<file path="src/rtl/sonar_bus_pkg.sv">
// Shared constants for the SonarOnChip register-bus master: bus geometry,
// slave register map and master FSM state encoding.
package sonar_bus_pkg;

    localparam int BUS_WIDTH  = 16;
    localparam int ADDR_WIDTH = 4;

    localparam logic [ADDR_WIDTH-1:0] REG_CONTROL   = 4'd0;
    localparam logic [ADDR_WIDTH-1:0] REG_A0        = 4'd1;
    localparam logic [ADDR_WIDTH-1:0] REG_A1        = 4'd2;
    localparam logic [ADDR_WIDTH-1:0] REG_A2        = 4'd3;
    localparam logic [ADDR_WIDTH-1:0] REG_B1        = 4'd4;
    localparam logic [ADDR_WIDTH-1:0] REG_B2        = 4'd5;
    localparam logic [ADDR_WIDTH-1:0] REG_AMP       = 4'd6;
    localparam logic [ADDR_WIDTH-1:0] REG_THRESHOLD = 4'd7;
    localparam logic [ADDR_WIDTH-1:0] REG_TIMER     = 4'd8;
    localparam logic [ADDR_WIDTH-1:0] REG_PCM       = 4'd9;
    localparam logic [ADDR_WIDTH-1:0] REG_PCM_LOAD  = 4'd10;
    localparam logic [ADDR_WIDTH-1:0] REG_FB0       = 4'd11;
    localparam logic [ADDR_WIDTH-1:0] REG_FB1       = 4'd12;

    typedef logic [1:0] state_t;
    localparam state_t ST_IDLE   = 2'd0;
    localparam state_t ST_ACCESS = 2'd1;
    localparam state_t ST_GAP    = 2'd2;
    localparam state_t ST_RESP   = 2'd3;

endpackage

</file>
<file path="src/rtl/sonar_bus_timeout.sv">
// Ack watchdog: reloads on entry to an access and counts down while the
// access is outstanding; expired marks the last cycle of the wait window.
module sonar_bus_timeout
    import sonar_bus_pkg::*;
#(
    parameter int TIMEOUT = 16
) (
    input  logic clk,
    input  logic rst_n,
    input  logic load,
    input  logic en,
    output logic expired
);
    localparam int CW = $clog2(TIMEOUT);
    localparam logic [CW-1:0] START = CW'(TIMEOUT - 1);

    logic [CW-1:0] cnt;

    always_ff @(posedge clk or negedge rst_n) begin
        if (!rst_n) begin
            cnt <= START;
        end else if (load) begin
            cnt <= START;
        end else if (en && cnt != '0) begin
            cnt <= cnt - CW'(1);
        end
    end

    assign expired = (cnt == '0);

endmodule

</file>
<file path="src/rtl/sonar_bus_master.sv">
// SonarOnChip register-bus master: executes one host command at a time and
// walks a broadcast write across every slave instance in turn.
module sonar_bus_master
    import sonar_bus_pkg::*;
#(
    parameter int NUM_INST = 4,
    parameter int IW       = 4,
    parameter int TIMEOUT  = 16
) (
    input  logic                          wb_clk_i,
    input  logic                          wb_rst_n_i,
    input  logic                          cmd_valid_i,
    output logic                          cmd_ready_o,
    input  logic                          cmd_we_i,
    input  logic                          cmd_bcast_i,
    input  logic [IW-1:0]                 cmd_inst_i,
    input  logic [ADDR_WIDTH-1:0]         cmd_adr_i,
    input  logic [BUS_WIDTH-1:0]          cmd_dat_i,
    output logic                          rsp_valid_o,
    input  logic                          rsp_ready_i,
    output logic [BUS_WIDTH-1:0]          rsp_dat_o,
    output logic                          rsp_err_o,
    output logic [IW-1:0]                 rsp_inst_o,
    output logic [NUM_INST-1:0]           m_valid_o,
    output logic [ADDR_WIDTH-1:0]         m_adr_o,
    output logic [BUS_WIDTH-1:0]          m_dat_o,
    output logic                          m_strb_o,
    input  logic [NUM_INST-1:0]           m_ack_i,
    input  logic [BUS_WIDTH*NUM_INST-1:0] m_dat_i,
    output logic                          busy_o
);
    state_t               state;
    logic [IW-1:0]        cur;
    logic [IW-1:0]        fail_inst;
    logic [IW-1:0]        nxt_inst;
    logic [IW-1:0]        start_inst;
    logic                 bcast_q;
    logic                 err_q;
    logic                 ack_sel;
    logic                 expired;
    logic                 accept;
    logic                 cmd_bad;
    logic                 last_inst;
    logic                 tmo_load;
    logic [BUS_WIDTH-1:0] dat_sel;

    function automatic logic [NUM_INST-1:0] inst_onehot(input logic [IW-1:0] idx);
        logic [NUM_INST-1:0] oh;
        oh = '0;
        for (int i = 0; i < NUM_INST; i++) begin
            if (idx == IW'(i)) oh[i] = 1'b1;
        end
        return oh;
    endfunction

    // Only the selected lane counts, and only while we drive its valid:
    // stale or floating acks on other lanes are ignored.
    always_comb begin
        ack_sel = 1'b0;
        dat_sel = '0;
        for (int i = 0; i < NUM_INST; i++) begin
            if (cur == IW'(i)) begin
                ack_sel = m_ack_i[i] & m_valid_o[i];
                dat_sel = m_dat_i[BUS_WIDTH*i +: BUS_WIDTH];
            end
        end
    end

    assign accept     = cmd_valid_i & cmd_ready_o;
    assign cmd_bad    = (int'(cmd_inst_i) >= NUM_INST) | (cmd_bcast_i & ~cmd_we_i);
    assign start_inst = cmd_bcast_i ? '0 : cmd_inst_i;
    assign nxt_inst   = cur + IW'(1);
    assign last_inst  = (cur == IW'(NUM_INST - 1));
    assign tmo_load   = ((state == ST_IDLE) & accept & ~cmd_bad) | (state == ST_GAP);
    assign busy_o     = (state != ST_IDLE);

    sonar_bus_timeout #(
        .TIMEOUT(TIMEOUT)
    ) u_timeout (
        .clk    (wb_clk_i),
        .rst_n  (wb_rst_n_i),
        .load   (tmo_load),
        .en     (state == ST_ACCESS),
        .expired(expired)
    );

    always_ff @(posedge wb_clk_i or negedge wb_rst_n_i) begin
        if (!wb_rst_n_i) begin
            state       <= ST_IDLE;
            cur         <= '0;
            fail_inst   <= '0;
            bcast_q     <= 1'b0;
            err_q       <= 1'b0;
            cmd_ready_o <= 1'b0;
            rsp_valid_o <= 1'b0;
            rsp_dat_o   <= '0;
            rsp_err_o   <= 1'b0;
            rsp_inst_o  <= '0;
            m_valid_o   <= '0;
            m_adr_o     <= '0;
            m_dat_o     <= '0;
            m_strb_o    <= 1'b0;
        end else begin
            case (state)
                ST_IDLE: begin
                    cmd_ready_o <= 1'b1;
                    if (accept) begin
                        cmd_ready_o <= 1'b0;
                        bcast_q     <= cmd_bcast_i;
                        err_q       <= 1'b0;
                        cur         <= start_inst;
                        fail_inst   <= start_inst;
                        if (cmd_bad) begin
                            state       <= ST_RESP;
                            rsp_valid_o <= 1'b1;
                            rsp_err_o   <= 1'b1;
                            rsp_dat_o   <= '0;
                            rsp_inst_o  <= cmd_inst_i;
                        end else begin
                            state     <= ST_ACCESS;
                            m_valid_o <= inst_onehot(start_inst);
                            m_adr_o   <= cmd_adr_i;
                            m_dat_o   <= cmd_dat_i;
                            m_strb_o  <= cmd_we_i;
                        end
                    end
                end
                ST_ACCESS: begin
                    // Ack takes priority over an expiry landing on the same edge.
                    if (ack_sel || expired) begin
                        m_valid_o <= '0;
                        if (!ack_sel) begin
                            err_q <= 1'b1;
                            if (!err_q) fail_inst <= cur;
                        end
                        if (!bcast_q || last_inst) begin
                            state       <= ST_RESP;
                            rsp_valid_o <= 1'b1;
                            rsp_err_o   <= err_q | ~ack_sel;
                            rsp_inst_o  <= err_q ? fail_inst : cur;
                            rsp_dat_o   <= (ack_sel && !m_strb_o && !bcast_q) ? dat_sel : '0;
                        end else begin
                            state <= ST_GAP;
                        end
                    end
                end
                ST_GAP: begin
                    // One idle cycle lets the previous slave's registered ack clear.
                    state     <= ST_ACCESS;
                    cur       <= nxt_inst;
                    m_valid_o <= inst_onehot(nxt_inst);
                end
                default: begin
                    if (rsp_ready_i) begin
                        state       <= ST_IDLE;
                        cmd_ready_o <= 1'b1;
                        rsp_valid_o <= 1'b0;
                        rsp_dat_o   <= '0;
                        rsp_err_o   <= 1'b0;
                        rsp_inst_o  <= '0;
                    end
                end
            endcase
        end
    end

endmodule
</file>
<file path="config.mk">
export PLATFORM = sky130hd
export DESIGN_NAME = sonar_bus_master
export DESIGN_NICKNAME = d
export VERILOG_FILES = /design/src/rtl/sonar_bus_pkg.sv /design/src/rtl/sonar_bus_timeout.sv /design/src/rtl/sonar_bus_master.sv
export SDC_FILE = /design/constraint.sdc
export NUM_CORES = 1
export LEC_CHECK = 0
export ABC_CLOCK_PERIOD_IN_PS = 3100
export BUFFER_PORTS_ARGS = -buffer_cell sky130_fd_sc_hd__buf_4
export CELL_PAD_IN_SITES_DETAIL_PLACEMENT = 1
export CELL_PAD_IN_SITES_GLOBAL_PLACEMENT = 2
export CORE_MARGIN = 1.5
export CORE_UTILIZATION = 28
export DETAILED_ROUTE_END_ITERATION = 12
export GPL_ROUTABILITY_DRIVEN = 1
export PLACE_DENSITY = 0.9
export SLEW_MARGIN = 0
export SYNTH_ARGS = -nofsm -noshare
export SYNTH_HDL_FRONTEND = slang
export SYNTH_SLANG_ARGS = --single-unit
</file>
<file path="constraint.sdc">
create_clock -name wb_clk_i -period 3.1 [get_ports wb_clk_i]
set_input_delay 0.155 -clock wb_clk_i [delete_from_list [all_inputs] [get_ports wb_clk_i]]
set_output_delay 0.155 -clock wb_clk_i [all_outputs]
set_load 0.1 [all_outputs]
</file>
==> results of run 1 <==
## worst max-delay path by stage
stage | startpoint | endpoint | slack [ns] | depth (start not counted)
after floorplan | state[0] | rsp_dat_o[15] | 0.48 | 8
after global placement | cur[1] | rsp_dat_o[12] | 0.38 | 8
after detailed placement | cur[1] | rsp_dat_o[1] | 0.14 | 8
after CTS | cur[1] | rsp_dat_o[1] | 0.15 | 8
after global routing | cur[1] | rsp_dat_o[1] | 0.12 | 8
final | cur[1] | rsp_dat_o[11] | 0.28 | 8
## cells by family (layout without fill, tap and decap cells)
| kind of cell | after synthesis | after routing |
|---|---|---|
| xor gates and xnor gates | 1 | 1 |
| and+or+nand+nor | 116 | 116 |
| adders and majority gates | 11 | 11 |
| AOI/OAI and AO/OA | 109 | 109 |
| muxes | 36 | 36 |
| buffers and inverters | 37 | 185 |
| DFF | 64 | 64 |
## state kept, by name, summed over array words and instances, names as in the netlist, 2 cells and up
register	count
fail_inst	4
u_timeout.cnt	4
m_adr_o	4
cur	4
rsp_inst_o	4
state	2
m_valid_o	4
rsp_dat_o	16
m_dat_o	16
## per-stage QoR
stage	setup WS [ns]	std cells
3_3_place_gp	0.3760	677
6_report	0.2816	694
3_5_place_dp	0.1433	677
4_1_cts	0.1501	694
2_1_floorplan	0.4804	374
5_1_grt	0.1210	694
## metal layers
metal | part of all wire (%) | wire length (um) | GRT usage, %
met4 | 1.3 | 163 | 5.783
met5 | 0 | 0 | 0
met3 | 7.5 | 917 | 4.531
met1 | 43 | 5242 | 22.35
met2 | 48 | 5875 | 29.47
## power breakdown
part / switching [uW] / leakage (uW) / internal (uW)
Combinational: 2890 / 0.00152 / 1170
Clock: 347 / 0.000163 / 770
Sequential: 256 / 0.000816 / 1140
Total: 3490 / 0.00250 / 3080
## cells in the mapped netlist, types with 4 or more instances
library cell / number
sky130_fd_sc_hd__dfrtp_1: 60
sky130_fd_sc_hd__nand2_1: 39
sky130_fd_sc_hd__mux2_2: 31
sky130_fd_sc_hd__a21oi_1: 29
sky130_fd_sc_hd__nor2_1: 29
sky130_fd_sc_hd__o21ai_0: 28
sky130_fd_sc_hd__nor3_1: 20
sky130_fd_sc_hd__a221oi_1: 16
sky130_fd_sc_hd__clkbuf_1: 15
sky130_fd_sc_hd__ha_1: 11
sky130_fd_sc_hd__inv_1: 11
sky130_fd_sc_hd__o31ai_2: 9
sky130_fd_sc_hd__o31ai_1: 7
sky130_fd_sc_hd__nand3_1: 6
sky130_fd_sc_hd__buf_2: 4
sky130_fd_sc_hd__dfstp_2: 4
sky130_fd_sc_hd__mux2_4: 4
sky130_fd_sc_hd__nand4_1: 4
## area by class of cell
class                           count  area (um2)
Timing Repair Buffer              157        1181
Tap cell                          172       215.2
Multi-Input combinational cell    273        1862
Inverter                           12       45.04
Clock inverter                      2       60.06
Fill cell                        1480        7376
Sequential cell                    64        1607
Clock buffer                       14       274.0
## what timing repair did
action | 4_1_cts | 5_1_grt
hold buffers | 1 | 0
endpoints found under the setup margin | 0 | 1
hold endpoints to repair | 60 | 0
resized for setup | 0 | 1
==> run_results.csv, run 1 <==
group,metric,value,unit
clock_tree,cts-htree-levels,3,
timing,final_period_minus_worst_setup_slack,2.818,ns
logic_synthesis,synth.top_cells.by_area,"sky130_fd_sc_hd__dfrtp_1 (41%), sky130_fd_sc_hd__mux2_2 (9.6%), sky130_fd_sc_hd__nand2_1 (4.0%), sky130_fd_sc_hd__a21oi_1 (4.0%), sky130_fd_sc_hd__a221oi_1 (3.9%)",
setup_path,worst_ep_required_time,3.32,ns
timing,max_freq,0.3548,GHz
floorplan,placementRows,41,
setup_path,timing.setup.critical_path_class,"flip-flop to flip-flop",
logic_synthesis,cell_taking_the_most_area_after_synthesis,"sky130_fd_sc_hd__dfrtp_1",
clock_tree,clk-insertion-delay-late,0.32,ns
routing,detail_route.wl_per_cell,17.58,um
clock_tree,numCtsBuffers,9,
clock_tree,clock_sink_count,64,
setup_path,worst_r2r_path_depth,8,
logic_synthesis,register_bit_count_reported_by_yosys,64,
setup_path,worst-endpoint-arrival,3.04,ns
setup_path,maximum_net_fanout_on_the_critical_path,18,
grt,first_global_vias,3580,
logic_synthesis,synth_area,3635,um2
timing,hold_viol_final,0,
timing,rsz0062_at_grt,"no",
setup_path,critical-path-top-delay-family,"compound AO/OA/AOI/OAI gates",
timing,fin_skew,0.002674,ns
clock_tree,cts_max_path_buffers,2,
min_path,min_path_cells,2,
cells_and_area,fin_area,5244,um2
power,cellLeakagePower,0.002501,uW
setup_path,ff2ff_setup_slack,0.28,ns
logic_synthesis,synth_area_in_adders,3.787,%
setup_path,crit_path_max_incr_delay,0.54,ns
cells_and_area,layout-drive-gt1-share,42.91,%
routing,drt_iter0_drc,132,
timing,min_period_over_period,90.92,%
logic_synthesis,synth_compound_area_share,20.90,%
logic_synthesis,synth.yosys.seq_area_share,44.20,%
logic_synthesis,number_of_distinct_standard_cells_referenced_by_the_synthesized_netlist,51,
cells_and_area,commonest_cells_after_routing_fill_and_taps_aside,"sky130_fd_sc_hd__buf_4 (156), sky130_fd_sc_hd__dfrtp_1 (60), sky130_fd_sc_hd__nand2_1 (39)",
job,timing.max_cap.violations,0,
setup_path,worst_setup_path_start_kind,"flip-flop",
grt,overflow,0,
logic_synthesis,synth_fp_nets,483,
floorplan,ios,147,
setup_path,timing.critical_path.slowest_stage_cell,"sky130_fd_sc_hd__or2_2",
logic_synthesis,yosysTopAreaCellShare,41.31,%
logic_synthesis,synth_mux_area_share,11.57,%
timing,fin_worst_hold_slack,0.06448,ns
setup_path,crit_path_cell_trace,"inv_1 > ha_1 > buf_4 > nand3_1 > a311o_1 > a41o_1 > or2_2 > o31ai_1",
power,power,6575,uW
setup_path,worst_r2r_startpoint,"cur[1]",
logic_synthesis,synth.yosys.warnings,0,
cells_and_area,antenna_cells_inserted,0,
setup_path,timing.critical_path.buf_inv,2,
routing,route.final.wire_length,12200,um
cells_and_area,layout_commonest_cell,"sky130_fd_sc_hd__buf_4",
routing,avgViaCountPerCell,5.019,
logic_synthesis,synthFlopType,"sky130_fd_sc_hd__dfrtp_1",
timing,finalSetupViolations,0,
clock_tree,tritoncts_clock_tree,"yes",
clock_tree,clock_pin_slew_reported_for_the_worst_setup_and_hold_paths_after_clock_tree_synthesis,0.05,ns
run_status,outcome,"finished clean",
power,power_density,1254,nW/um2
grt,grt_antenna_before_repair,0,
setup_path,worst_r2r_endpoint,"rsp_dat_o[11]",
min_path,hold_end,"m_adr_o[0]",
logic_synthesis,synth_top_family_by_area,"compound AO/OA/AOI/OAI gates",
power,worst_voltage_drop_across_the_vdd_grid,0.5625,mV
logic_synthesis,netlist_instances,374,
placed_design,placedInstanceArea,4900,um2
min_path,hold_start,"cmd_adr_i[0]",
timing,timing.final.max_slew_violations,0,
timing,max-slew-margin-rel,30.30,%
timing,tightest_slew,1.043,ns
routing,ant_nets,0,
cells_and_area,final_net_count,626,
routing,first_pass_iters,5,
clock_tree,cts_post_setup_buffers_inserted,0,
routing,dr_total_vias,3483,
logic_synthesis,synth-edff-count,0,
logic_synthesis,synth-simple-area-share,14.73,%
placed_design,half_perimeter_wire_length_after_placement,9215,um
cells_and_area,area_growth,44.27,%
clock_tree,clock-root-buffer,"sky130_fd_sc_hd__clkbuf_16",
floorplan,floorplan.die.width,116.9,um
floorplan,initial_utilization,28.80,%
grt,grt_pass1_wl,18500,um
routing,detail_route.drc_violations,0,
placed_design,place.gp.congestion,0.8562,
grt,groute.usage.overall,17.64,%
grt,grt_start_max_net_pins,65,
logic_synthesis,synth-xor-area-share,0.2410,%
floorplan,core_region_area,12620,um2
placed_design,portbufs,146,
timing,timing.setup.tns,0,ns
logic_synthesis,synth-async-reset-ratio,100.0,%
floorplan,die-area,13670,um2
logic_synthesis,avgSynthCellArea,9.719,um2
min_path,hold_path.class,"input port to flip-flop",
cells_and_area,fin_util,41.55,%
floorplan,die_height,116.9,um
setup_path,endpoint_kind,"flip-flop",
(Power assumes the default switching activity.)
==> run 2, diff against run 1 <==
CORE_ASPECT_RATIO = 0.75   (was default)
==> run_results.csv, run 2 (same netlist as run 1, synthesis figures left out) <==
group,metric,value,unit
power,net-switching-power,3561,uW
timing,fin_skew,0.005882,ns
cells_and_area,fin_util,41.79,%
cells_and_area,commonest_cells_after_routing_fill_and_taps_aside,"sky130_fd_sc_hd__buf_4 (157), sky130_fd_sc_hd__dfrtp_1 (60), sky130_fd_sc_hd__nand2_1 (39)",
run_status,outcome,"finished clean",
clock_tree,cts-htree-levels,3,
timing,timing.final.max_slew_violations,0,
power,power,6563,uW
power,cellInternalPower,3002,uW
setup_path,worst_ep_required_time,3.31,ns
setup_path,maximum_net_fanout_on_the_critical_path,18,
timing,hold_viol_final,0,
cells_and_area,reg_top3,"m_dat_o (16), rsp_dat_o (16)",
power,pwr-share-comb,62.9,%
floorplan,floorplan.die.width,134.6,um
grt,groute.usage.overall,18.38,%
clock_tree,tritoncts_clock_tree,"yes",
clock_tree,ctsResizeCount,0,
grt,first_global_vias,3815,
timing,timing.setup.tns,0,ns
cells_and_area,layout-drive-gt1-share,43.10,%
setup_path,timing.setup.critical_path_class,"flip-flop to flip-flop",
power,switching_share,54.26,%
clock_tree,clock_pin_slew_reported_for_the_worst_setup_and_hold_paths_after_clock_tree_synthesis,0.05,ns
grt,grt_antenna_before_repair,0,
setup_path,crit_path_cell_trace,"inv_1 > ha_1 > buf_4 > nand3_1 > a311o_1 > a41o_1 > or2_1 > o31ai_1",
setup_path,timing.critical_path.buf_inv,2,
routing,detail_route.drc_violations,0,
routing,route.final.wire_length,12620,um
clock_tree,clk-insertion-delay-late,0.33,ns
routing,dr_total_vias,3514,
timing,rsz0062_at_grt,"no",
power,worst_voltage_drop_across_the_vdd_grid,0.9784,mV
timing,min_period_over_period,91.65,%
cells_and_area,antenna_cells_inserted,0,
routing,ant_nets,0,
timing,tightest_slew,0.8194,ns
setup_path,critical-path-top-delay-family,"compound AO/OA/AOI/OAI gates",
floorplan,placementRows,35,
floorplan,die_height,101.7,um
setup_path,crit_path_max_incr_delay,0.52,ns
floorplan,initial_utilization,29.12,%
floorplan,die-area,13680,um2
clock_tree,clock-root-buffer,"sky130_fd_sc_hd__clkbuf_16",
grt,overflow,0,
routing,avgViaCountPerCell,5.108,
timing,finalSetupViolations,0,
routing,drt_iter0_drc,125,
timing,max_freq,0.3520,GHz
setup_path,worst_setup_path_start_kind,"flip-flop",
routing,detail_route.wl_per_cell,18.34,um
placed_design,place.gp.congestion,0.8993,
cells_and_area,fillerInstances,1445,
clock_tree,numCtsBuffers,9,
power,cellLeakagePower,0.002497,uW
floorplan,core_region_area,12480,um2
setup_path,worst-endpoint-arrival,3.05,ns
timing,fin_worst_hold_slack,0.05404,ns
power,power.share.clock,15.8,%
power,power_density,1258,nW/um2
min_path,hold_path.class,"input port to flip-flop",
power,power_frac_seq,21.3,%
setup_path,endpoint_kind,"flip-flop",
clock_tree,cts_max_path_buffers,2,
job,timing.max_cap.violations,0,
placed_design,half_perimeter_wire_length_after_placement,9811,um
placed_design,portbufs,146,
setup_path,timing.critical_path.slowest_stage_cell,"sky130_fd_sc_hd__or2_1",
clock_tree,clock_sink_count,64,
cells_and_area,layout_commonest_cell,"sky130_fd_sc_hd__buf_4",
routing,first_pass_iters,4,
timing,final_period_minus_worst_setup_slack,2.841,ns
cells_and_area,area_growth,43.51,%
floorplan,ios,147,
grt,grt_start_max_net_pins,65,
timing,max-slew-margin-rel,45.20,%
grt,grt_pass1_wl,19470,um
cells_and_area,final_net_count,627,
-- run 2: cell types whose count changed in the layout (fill, tap and decap cells not counted), sizes merged --
cell	before	now
clkbuf	14	12
clkinv	1	3
buf	156	157
bufinv	2	1
-- run 2: per-stage QoR --
step	area, um2	std cells	setup WS (ns)
floorplan	3635	374	0.4804
global placement	4900	672	0.4716
detailed placement	4900	672	0.3024
CTS	5216	688	0.2274
global route	5216	688	0.03707
finish	5216	688	0.2589
-- run 2: per-layer routing --
metal / part of all wire [%] / track usage, % / routed length [um] / vias up
met3: 8.0 / 7.257 / 1012 / 12
met5: 0 / 0 / 0 / -
met4: 1.1 / 3.474 / 142 / 0
met1: 43 / 23.02 / 5399 / 1748
met2: 48 / 30.45 / 6063 / 105
li1: - / - / - / 1649
-- run 2: area by class of cell --
type	count	area [um2]	area share [%]
repair buffers	158	1189	22.79
inverters	12	45.04	0.8635
clock buffers	12	266.5	5.109
clock inverters	3	40.04	0.7676
flip-flops and latches	64	1607	30.80
well taps	166	207.7	3.982
multi-input cells	273	1862	35.69
-- run 2: power groups by stage --
stage | Combinational, uW | Sequential [uW] | Clock, uW
2_1_floorplan | 1740 | 2730 | 0
3_3_place_gp | 4030 | 1380 | 0
3_5_place_dp | 4130 | 1410 | 0
4_1_cts | 4140 | 1400 | 1050
5_1_grt | 4390 | 1440 | 1090
6_report | 4130 | 1400 | 1030
-- run 2: path summary, 6_finish.rpt --
check                                  from          endpoint  slack (ns)  depth (start not counted)
hold / removal                 cmd_dat_i[5]        m_dat_o[5]        0.05                          2
hold reg to reg            u_timeout.cnt[1]  u_timeout.cnt[1]        0.50                          2
min in group asynchronous        wb_rst_n_i        m_dat_o[3]        0.46                          2
max in group asynchronous        wb_rst_n_i            cur[1]        2.09                          2
setup / recovery                     cur[1]      rsp_dat_o[0]        0.26                          8
setup reg to reg                     cur[1]      rsp_dat_o[0]        0.26                          8
-- run 2: what timing repair did --
| action | 4_1_cts | 5_1_grt |
|---|---|---|
| endpoints found under the hold margin | 60 | 0 |
| hold buffers | 1 | 0 |
| buffers inserted | 0 | 0 |
| setup endpoints to repair | 0 | 0 |
